--- config.mk ---
export PLATFORM = sky130hd
export DESIGN_NAME = ps2_byte_rx
export DESIGN_NICKNAME = d
export VERILOG_FILES = /design/src/rtl/ps2_byte_rx.sv
export SDC_FILE = /design/constraint.sdc
export NUM_CORES = 1
export LEC_CHECK = 0
export BUFFER_PORTS_ARGS = -buffer_cell sky130_fd_sc_hd__buf_4
export CELL_PAD_IN_SITES_DETAIL_PLACEMENT = 0
export CELL_PAD_IN_SITES_GLOBAL_PLACEMENT = 1
export CORE_MARGIN = 2
export CORE_UTILIZATION = 40
export CTS_CLUSTER_SIZE = 25
export DETAILED_ROUTE_END_ITERATION = 7
export HOLD_SLACK_MARGIN = 0.08
export MAX_ROUTING_LAYER = met4
export PLACE_DENSITY = 0.74
export SLEW_MARGIN = 20
export SYNTH_ARGS = -nofsm -noshare
export SYNTH_HDL_FRONTEND = slang
export SYNTH_SLANG_ARGS = --single-unit
export TNS_END_PERCENT = 10
--- constraint.sdc ---
create_clock -name clk -period 2.6 [get_ports clk]
set_input_delay 0.13 -clock clk [delete_from_list [all_inputs] [get_ports clk]]
set_output_delay 0.13 -clock clk [all_outputs]
set_load 0.01 [all_outputs]
--- src/rtl/ps2_byte_rx.sv ---
// PS/2 keyboard frame receiver.
// Synchronises and glitch-filters the raw PS/2 clock and data lines, then
// deserialises 11-bit frames (start, 8 data LSB first, odd parity, stop).
// Each good byte appears on dout together with a one-cycle dout_new strobe.
// Rejected frames raise a one-cycle parity_err or frame_err strobe.
module ps2_byte_rx #(
    parameter int FILTER_LEN     = 8,
    parameter int TIMEOUT_CYCLES = 50000
) (
    input  logic       clk,
    input  logic       resetN,
    input  logic       kbd_clk,
    input  logic       kbd_dat,
    output logic [7:0] dout,
    output logic       dout_new,
    output logic       parity_err,
    output logic       frame_err
);

    typedef enum logic [1:0] {
        IDLE_ST,
        DATA_ST,
        PARITY_ST,
        STOP_ST
    } state_t;

    // Counter value at which a stalled frame is abandoned.
    localparam logic [15:0] TO_LAST = 16'(TIMEOUT_CYCLES - 1);

    logic [1:0]            clk_sync;
    logic [1:0]            dat_sync;
    logic                  clk_s;
    logic                  dat_s;
    logic [FILTER_LEN-1:0] filt;
    logic                  clk_f;
    logic                  clk_f_d;
    logic                  fall;

    state_t                state;
    state_t                state_nx;
    logic [2:0]            bitcnt;
    logic [7:0]            shreg;
    logic                  par;
    logic [15:0]           to_cnt;
    logic                  timeout;

    logic                  start_frame;
    logic                  take_bit;
    logic                  latch_par;
    logic                  frame_ok;
    logic                  perr_det;
    logic                  ferr_det;

    assign clk_s = clk_sync[1];
    assign dat_s = dat_sync[1];

    // Two-flop synchronisers; idle PS/2 lines are high, so reset to 1.
    always_ff @(posedge clk or negedge resetN) begin
        // NOTE: sequential state uses non-blocking assignments so every flop
        // samples the pre-edge value of its source, independent of block order.
        if (!resetN) begin
            clk_sync <= 2'b11;
            dat_sync <= 2'b11;
        end else begin
            clk_sync <= {clk_sync[0], kbd_clk};
            dat_sync <= {dat_sync[0], kbd_dat};
        end
    end

    // Glitch filter: clk_f only moves once FILTER_LEN samples agree.
    always_ff @(posedge clk or negedge resetN) begin
        if (!resetN) begin
            filt    <= '1;
            clk_f   <= 1'b1;
            clk_f_d <= 1'b1;
        end else begin
            filt    <= {filt[FILTER_LEN-2:0], clk_s};
            clk_f_d <= clk_f;
            if (&filt) begin
                clk_f <= 1'b1;
            end else if (~|filt) begin
                clk_f <= 1'b0;
            end
        end
    end

    assign fall = clk_f_d & ~clk_f;

    // A stalled frame times out; a coincident falling edge takes precedence.
    assign timeout = (state != IDLE_ST) && (to_cnt == TO_LAST) && !fall;

    // Inter-edge watchdog: restarts on every edge and is held clear while idle.
    always_ff @(posedge clk or negedge resetN) begin
        if (!resetN) begin
            to_cnt <= '0;
        end else if (fall || state == IDLE_ST) begin
            to_cnt <= '0;
        end else begin
            to_cnt <= to_cnt + 16'd1;
        end
    end

    // Frame state register.
    always_ff @(posedge clk or negedge resetN) begin
        if (!resetN) begin
            state <= IDLE_ST;
        end else begin
            state <= state_nx;
        end
    end

    // Next-state and per-edge actions; frame verdict is taken on the stop edge.
    always_comb begin
        // NOTE: every output of this block gets a default first, so no path
        // through the case leaves a signal unassigned and no latch is inferred.
        state_nx    = state;
        start_frame = 1'b0;
        take_bit    = 1'b0;
        latch_par   = 1'b0;
        frame_ok    = 1'b0;
        perr_det    = 1'b0;
        ferr_det    = 1'b0;

        unique case (state)
            IDLE_ST: begin
                if (fall && !dat_s) begin
                    start_frame = 1'b1;
                    state_nx    = DATA_ST;
                end
            end
            DATA_ST: begin
                if (fall) begin
                    take_bit = 1'b1;
                    if (bitcnt == 3'd7) begin
                        state_nx = PARITY_ST;
                    end
                end
            end
            PARITY_ST: begin
                if (fall) begin
                    latch_par = 1'b1;
                    state_nx  = STOP_ST;
                end
            end
            STOP_ST: begin
                if (fall) begin
                    state_nx = IDLE_ST;
                    if (!dat_s) begin
                        ferr_det = 1'b1;
                    end else if ((^shreg ^ par) == 1'b0) begin
                        perr_det = 1'b1;
                    end else begin
                        frame_ok = 1'b1;
                    end
                end
            end
            default: state_nx = IDLE_ST;
        endcase

        if (timeout) begin
            state_nx = IDLE_ST;
            ferr_det = 1'b1;
        end
    end

    // Deserialiser datapath and registered one-cycle result strobes.
    always_ff @(posedge clk or negedge resetN) begin
        if (!resetN) begin
            bitcnt     <= 3'd0;
            shreg      <= 8'h00;
            par        <= 1'b0;
            dout       <= 8'h00;
            dout_new   <= 1'b0;
            parity_err <= 1'b0;
            frame_err  <= 1'b0;
        end else begin
            dout_new   <= frame_ok;
            parity_err <= perr_det;
            frame_err  <= ferr_det;
            if (start_frame) begin
                bitcnt <= 3'd0;
                shreg  <= 8'h00;
            end else if (take_bit) begin
                bitcnt <= bitcnt + 3'd1;
                shreg  <= {dat_s, shreg[7:1]};
            end
            if (latch_par) begin
                par <= dat_s;
            end
            if (frame_ok) begin
                dout <= shreg;
            end
        end
    end

endmodule

==> run summary, run 1 <==
Slew HR: 55.80%
Sw power: 0.0005353 W
Simple-gate share of the synthesized area: 15.43%
Total grt overflow: 0
Initial antenna violation count: 0
Core ar.: 0.005851 mm²
Crit path capture type: flop
CP max stage cell: dfrtp_1
CP Max Fanout: 9
Hold Vio Cnt, Final: 0
Worst Tran Pin Value: 663.0 ps
Total GRT Usage: 13.98%
Synth Area in XOR/XNOR: 8.264%
DP Area: 0.002571 mm²
Layout cells sized above 1: 21.82%
Mean Syn Cell Area: 11.90 µm²
Seq cells post-synth: 55
Fin cells: 295
Antenna cells: 0
Compound-Gate Fraction of Synth Area: 4.236%
Sw Ratio: 27.76%
Die height: 81.34 µm
Fin area: 0.002704 mm²
Reg clk slew, reported paths: 90 ps
RSZ-0062 raised after global routing: false
Bufs and invs on worst path: 0
Synth area leader: dfrtp_1
Root Driver: clkbuf_8
Vias per Instance: 4.905
Tcrit/Tclk final: 80.51%
Max-cap violations: 0
Mux cell area share after synthesis: 7.531%
Main combinational cell family by area after synthesis: simple AND/OR/NAND/NOR gates
Per-cell routed wire length: 12.68 µm
Most common cell in the netlist: dfrtp_1
Area Growth Syn to Fin: 13.02%
Critical path's largest stage delay: 420 ps
Most used flip-flop cell after synthesis: dfrtp_1
CTS HTree Levels: 2
Warnings from Yosys: 0
Slew Viols, Final: 0
EDFF count, synth: 0
Clock sinks: 55
FMAX: 477.7 MHz
Synth Net Count: 213
Iter 0 DRT Violations: 60
First-pass GRT wire length: 6913 µm
Fin nets: 232
Outcome: finished, final reports clean
Seq pwr share: 51.8%
Placed Cells incl. Taps: 285
Row Count: 28
Post-CTS Resized: 0
Most frequent cells after synthesis: dfrtp_1 (41), nor2_1 (26), nand2_1 (15)
Hold WC Path Type: reg2reg
Part of the power in combinational logic: 20.5%
Most used cell, CP: xnor2_1
Hold Worst Slack: 361.6 ps
I/O pins: 15
Leak pwr: 1.316 nW
Vias: 1447
Cell count after synthesis: 201
Width of the die: 81.34 µm
Clock skew: 4.113 ps
IO Port Bufs: 14
Area share of the largest cell type after synthesis: 42.89%
Pwr Density: 713.3 mW/mm²
Post-route ant nets: 0
Placer Congestion: 0.7298
Tmin final: 2093 ps
Vias in the first global route: 1534
Synth top area cells: dfrtp_1 (43%), dfstp_2 (15%), mux2_4 (5.0%), ha_1 (4.2%), nor2_1 (4.1%)
Synth async-reset ratio: 100.0%
Post-Place Worst Slack: 518.1 ps
Cts hold-fix bufs: 3
Clk buf depth: 2
Largest net degree at the start of global routing: 56
Inserted Clock Buffers: 5
Routed wire length: 3741 µm
Clock latency on the worst-skew pair: 300 ps
Worst Path Arrival: 2280 ps
Total Neg Setup Slack: 0 ps
Post-route worst setup slack: 506.7 ps
Critical Path Source Type: flop
Die area: 0.006615 mm²
CTS tree: yes
Drt first pass iters: 4
Delay-heaviest family, CP: XOR/XNOR gates
Clock power share: 27.7%
Initial Utilization: 40.89%
Critical Path RT: 2790 ps
Worst-path cell chain: xnor2_1, xnor3_1, xnor2_1, nand2b_1, mux2_4
Count of final setup violators: 0
Synth Area in Adders: 4.184%
DRC Markers: 0
Cell variety after synth: 38
Cell Area, Synth: 0.002392 mm²
Setup Fix Bufs, Post-CTS: 0
Setup CP Type: reg2reg
Seq/Total Area, Yosys: 58.26%
HPWL after DPL: 2541 µm
Maximum VDD drop: 0.0003167 V
Internal power: 0.001393 W
[area by class of cell]
class                           instances  area, µm²
Timing Repair Buffer                   18      142.6
Inverter                                6      22.52
Clock buffer                            6      72.57
Fill cell                             563       3147
Sequential cell                        55       1394
Clock inverter                          1      30.03
Multi-Input combinational cell        134      948.4
Tap cell                               75      93.84
[worst paths after layout]
path,start,endpoint,slack (ps),cells past startpoint
max,shreg[4],dout[6],510,5
min,clk_sync[0],clk_sync[1],360,0
max reg2reg,shreg[4],dout[6],510,5
min reg2reg,clk_sync[0],clk_sync[1],360,0
max in group asynchronous,resetN,bitcnt[1],1750,2
min in group asynchronous,resetN,dout_new,410,2
[stage by stage]
step                      power (W)  util [%]
final                      0.001929     46.21
after global routing       0.002067     46.21
after CTS                  0.001965     46.21
after detailed placement   0.001415     43.95
after global placement     0.001406     43.95
after floorplan            0.001315         -
[power groups by stage]
stage / logic, W / clock network [W] / registers, W
after floorplan: 0.000312 / 0 / 0.00100
after global placement: 0.000389 / 0 / 0.00102
after detailed placement: 0.000398 / 0 / 0.00102
after CTS: 0.000403 / 0.000561 / 0.00100
after global routing: 0.000458 / 0.000595 / 0.00101
final: 0.000395 / 0.000535 / 0.000999
[kinds of logic after synthesis]
| kind of cell | after synthesis |
|---|---|
| AO/OA/AOI/OAI | 15 |
| XOR/XNOR | 21 |
| adder cells (fa/ha/maj) | 8 |
| buffers and inverters | 12 |
| flip-flops | 55 |
| multiplexers | 14 |
| AND/OR/NAND/NOR | 76 |
[registers in the layout (all words and copies together), names as in the netlist]
signal and cells:
par 1, dat_sync 2, bitcnt 3, dout_new 1, state 2, frame_err 1, clk_f 1, dout 8
clk_sync 2, parity_err 1, shreg 8, to_cnt 16, filt 8, clk_f_d 1
[cells in the final DEF (no fill, tap or decap)]
| cell | instances |
|---|---|
| a21oi_1 | 4 |
| o211ai_1 | 1 |
| mux2i_1 | 6 |
| nor3_1 | 3 |
| mux2_4 | 8 |
| ha_1 | 8 |
| xnor3_1 | 1 |
| and2_1 | 1 |
| clkbuf_8 | 5 |
| or3_1 | 2 |
| dfstp_2 | 14 |
| dfrtp_1 | 41 |
| nor2b_1 | 2 |
| nor3_2 | 1 |
| and3_1 | 3 |
| o22ai_1 | 1 |
| nand2b_1 | 2 |
| o21ai_0 | 3 |
| nand4b_1 | 1 |
| nand4_1 | 4 |
| a32o_1 | 2 |
| nor2_1 | 26 |
| nand2_1 | 15 |
| bufinv_16 | 1 |
| buf_4 | 15 |
| inv_1 | 6 |
| a31o_1 | 1 |
| a21bo_2 | 1 |
| dlygate4sd3_1 | 3 |
| or4_1 | 2 |
| nand3_1 | 9 |
| nor4b_1 | 1 |
| o21ai_1 | 1 |
| clkbuf_1 | 1 |
| or2_2 | 3 |
| o41ai_1 | 1 |
| nor4_1 | 1 |
| xnor2_1 | 9 |
| xor2_1 | 11 |
[metal layers]
layer | part of all wire, % | global-route usage (%)
met2 | 46 | 21.72
met4 | 1.7 | 5.085
met1 | 49 | 17.84
met3 | 3.2 | 3.333
met5 | 0 | -
Power figures use the tool's default switching activity.
==> run 2: changes to the inputs <==
- clock period: 2.6 -> 1.94 ns (I/O delays scaled with it)
==> run 2 against run 1 <==
Compared with the run above: sequential power rose by 33%; total power increased by 33%; critical endpoint is now dout[1]; largest cell class unchanged; global-route usage is 0.51 points lower; flip-flop and latch count unchanged; design area rose by 4.1%.
==> run summary, run 2 (synthesized netlist as in run 1, its figures left out) <==
Die area: 0.006615 mm²
Clock power share: 24.3%
Root Driver: clkbuf_8
Core ar.: 0.005851 mm²
CP Max Fanout: 4
Critical Path Source Type: flop
Hold Worst Slack: 355.5 ps
Critical path's largest stage delay: 450 ps
Tmin final: 1917 ps
Initial Utilization: 40.89%
Setup CP Type: reg2reg
Clock latency on the worst-skew pair: 300 ps
Total grt overflow: 0
Sw Ratio: 29.70%
HPWL after DPL: 2518 µm
Delay-heaviest family, CP: XOR/XNOR gates
Area Growth Syn to Fin: 17.63%
Crit path capture type: flop
Post-Place Worst Slack: 31.69 ps
Hold Vio Cnt, Final: 0
Commonest non-fill, non-tap cell in the layout: dfrtp_1
Antenna cells: 0
Pwr Density: 914.7 mW/mm²
Most used cell, CP: xnor2_2
Total GRT Usage: 13.46%
DP Area: 0.002639 mm²
Outcome: finished, final reports clean
First-pass GRT wire length: 6672 µm
Drt first pass iters: 4
Largest net degree at the start of global routing: 56
Die height: 81.34 µm
Routed wire length: 3765 µm
Fin nets: 243
Critical Path RT: 2140 ps
Max FFs per register: 16
Reg clk slew, reported paths: 100 ps
Bufs and invs on worst path: 1
Reg area: 0.001396 mm²
Fin area: 0.002814 mm²
Vias in the first global route: 1476
Vias per Instance: 4.765
CP max stage cell: dfrtp_2
Placer Congestion: 0.7582
Clock sinks: 55
Tcrit/Tclk final: 98.80%
Initial antenna violation count: 0
FMAX: 521.7 MHz
Per-cell routed wire length: 12.26 µm
Width of the die: 81.34 µm
Commonest non-fill, non-tap cells in the layout: dfrtp_1 (39), nor2_1 (26), buf_4 (25)
RSZ-0062 raised after global routing: true
Slew HR: 55.52%
Hold WC Path Type: in2async
Sw power: 0.0007645 W
Iter 0 DRT Violations: 94
Post-route worst setup slack: 23.37 ps
Part of the power in combinational logic: 24.1%
Clk buf depth: 2
Count of final setup violators: 0
Vias: 1463
Maximum VDD drop: 0.0004780 V
Row Count: 28
CTS tree: yes
Max-cap violations: 0
Inserted Clock Buffers: 5
Layout cells sized above 1: 28.88%
Multi-input gate area: 983.4 µm²
Worst-path cell chain: xnor2_2, xnor3_1, xnor2_2, nand2b_1, buf_4, mux2_4
Worst Path Arrival: 2120 ps
Internal power: 0.001809 W
Slew Viols, Final: 0
Clock skew: 6.702 ps
Biggest register: to_cnt
FILL cells: 540
DRC Markers: 0
Worst Tran Pin Value: 667.2 ps
Total power draw: 0.002574 W
Post-route ant nets: 0
IO Port Bufs: 14
CTS HTree Levels: 2
Core Util, Final: 48.10%
Leak pwr: 1.369 nW
Seq pwr share: 51.6%
I/O pins: 15
## run 2: changes by cell type in the layout (fill, tap and decap cells not counted), moves of 2 or more
cell     change
buf_4       +10
dfrtp_1      -2
dfrtp_2      +2
xnor2_1      -2
xnor2_2      +2
## run 2: path summary, 6_finish.rpt
path	slack [ps]	cells after the start	startpoint	to
worst max-delay path	20	6	shreg[1]	dout[1]
max in group asynchronous	1100	2	resetN	shreg[1]
worst max register to register	20	6	shreg[1]	dout[1]
worst min register to register	360	0	dat_sync[0]	dat_sync[1]
worst min-delay path	360	2	resetN	dout[3]
min in group clk	360	0	dat_sync[0]	dat_sync[1]
## run 2: per-layer routing
| layer | wire length, µm | vias up | GRT usage, % |
|---|---|---|---|
| li1 | - | 735 | - |
| met1 | 1894 | 706 | 17.25 |
| met2 | 1724 | 16 | 21.64 |
| met3 | 103 | 6 | 2.667 |
| met4 | 43 | 0 | 4.068 |
| met5 | 0 | - | - |
## run 2: cell type report
class	count	share of cell area [%]
sequential	55	49.62
multi-input combinational	134	34.95
timing repair buffer	29	8.137
tap	75	3.335
clock buffer	6	2.579
inverter	6	0.8004
clock inverter	2	0.5780
## run 2: worst reg2reg max path: stages (launching register included)
cell,delay [ps]
dfrtp_2,450
xnor2_2,180
xnor3_1,450
xnor2_2,160
nand2b_1,120
buf_4,170
mux2_4,290
## run 2: through the flow
| step | TNS, ps | cells |
|---|---|---|
| 6_report | 0 | 307 |
| 5_1_grt | -558.4 | 307 |
| 4_1_cts | 0 | 305 |
| 3_5_place_dp | 0 | 294 |
| 3_3_place_gp | 0 | 294 |
| 2_1_floorplan | 0 | 201 |
## run 2: power by group through the flow
stage / Clock [W] / Sequential [W] / Combinational, W
2_1_floorplan: 0 / 0.00134 / 0.000418
3_3_place_gp: 0 / 0.00135 / 0.000597
3_5_place_dp: 0 / 0.00135 / 0.000597
4_1_cts: 0.000661 / 0.00133 / 0.000609
5_1_grt: 0.000711 / 0.00135 / 0.000713
6_report: 0.000626 / 0.00133 / 0.000619
## run 2: repair_timing
action / in CTS / in global routing
resized for setup: 0 / 10
endpoints found under the hold margin: 43 / 0
hold buffers: 3 / 0
pin swaps: 1 / 6
setup endpoints to repair: 1 / 10
gates cloned: 0 / 1
setup buffers: 0 / 1
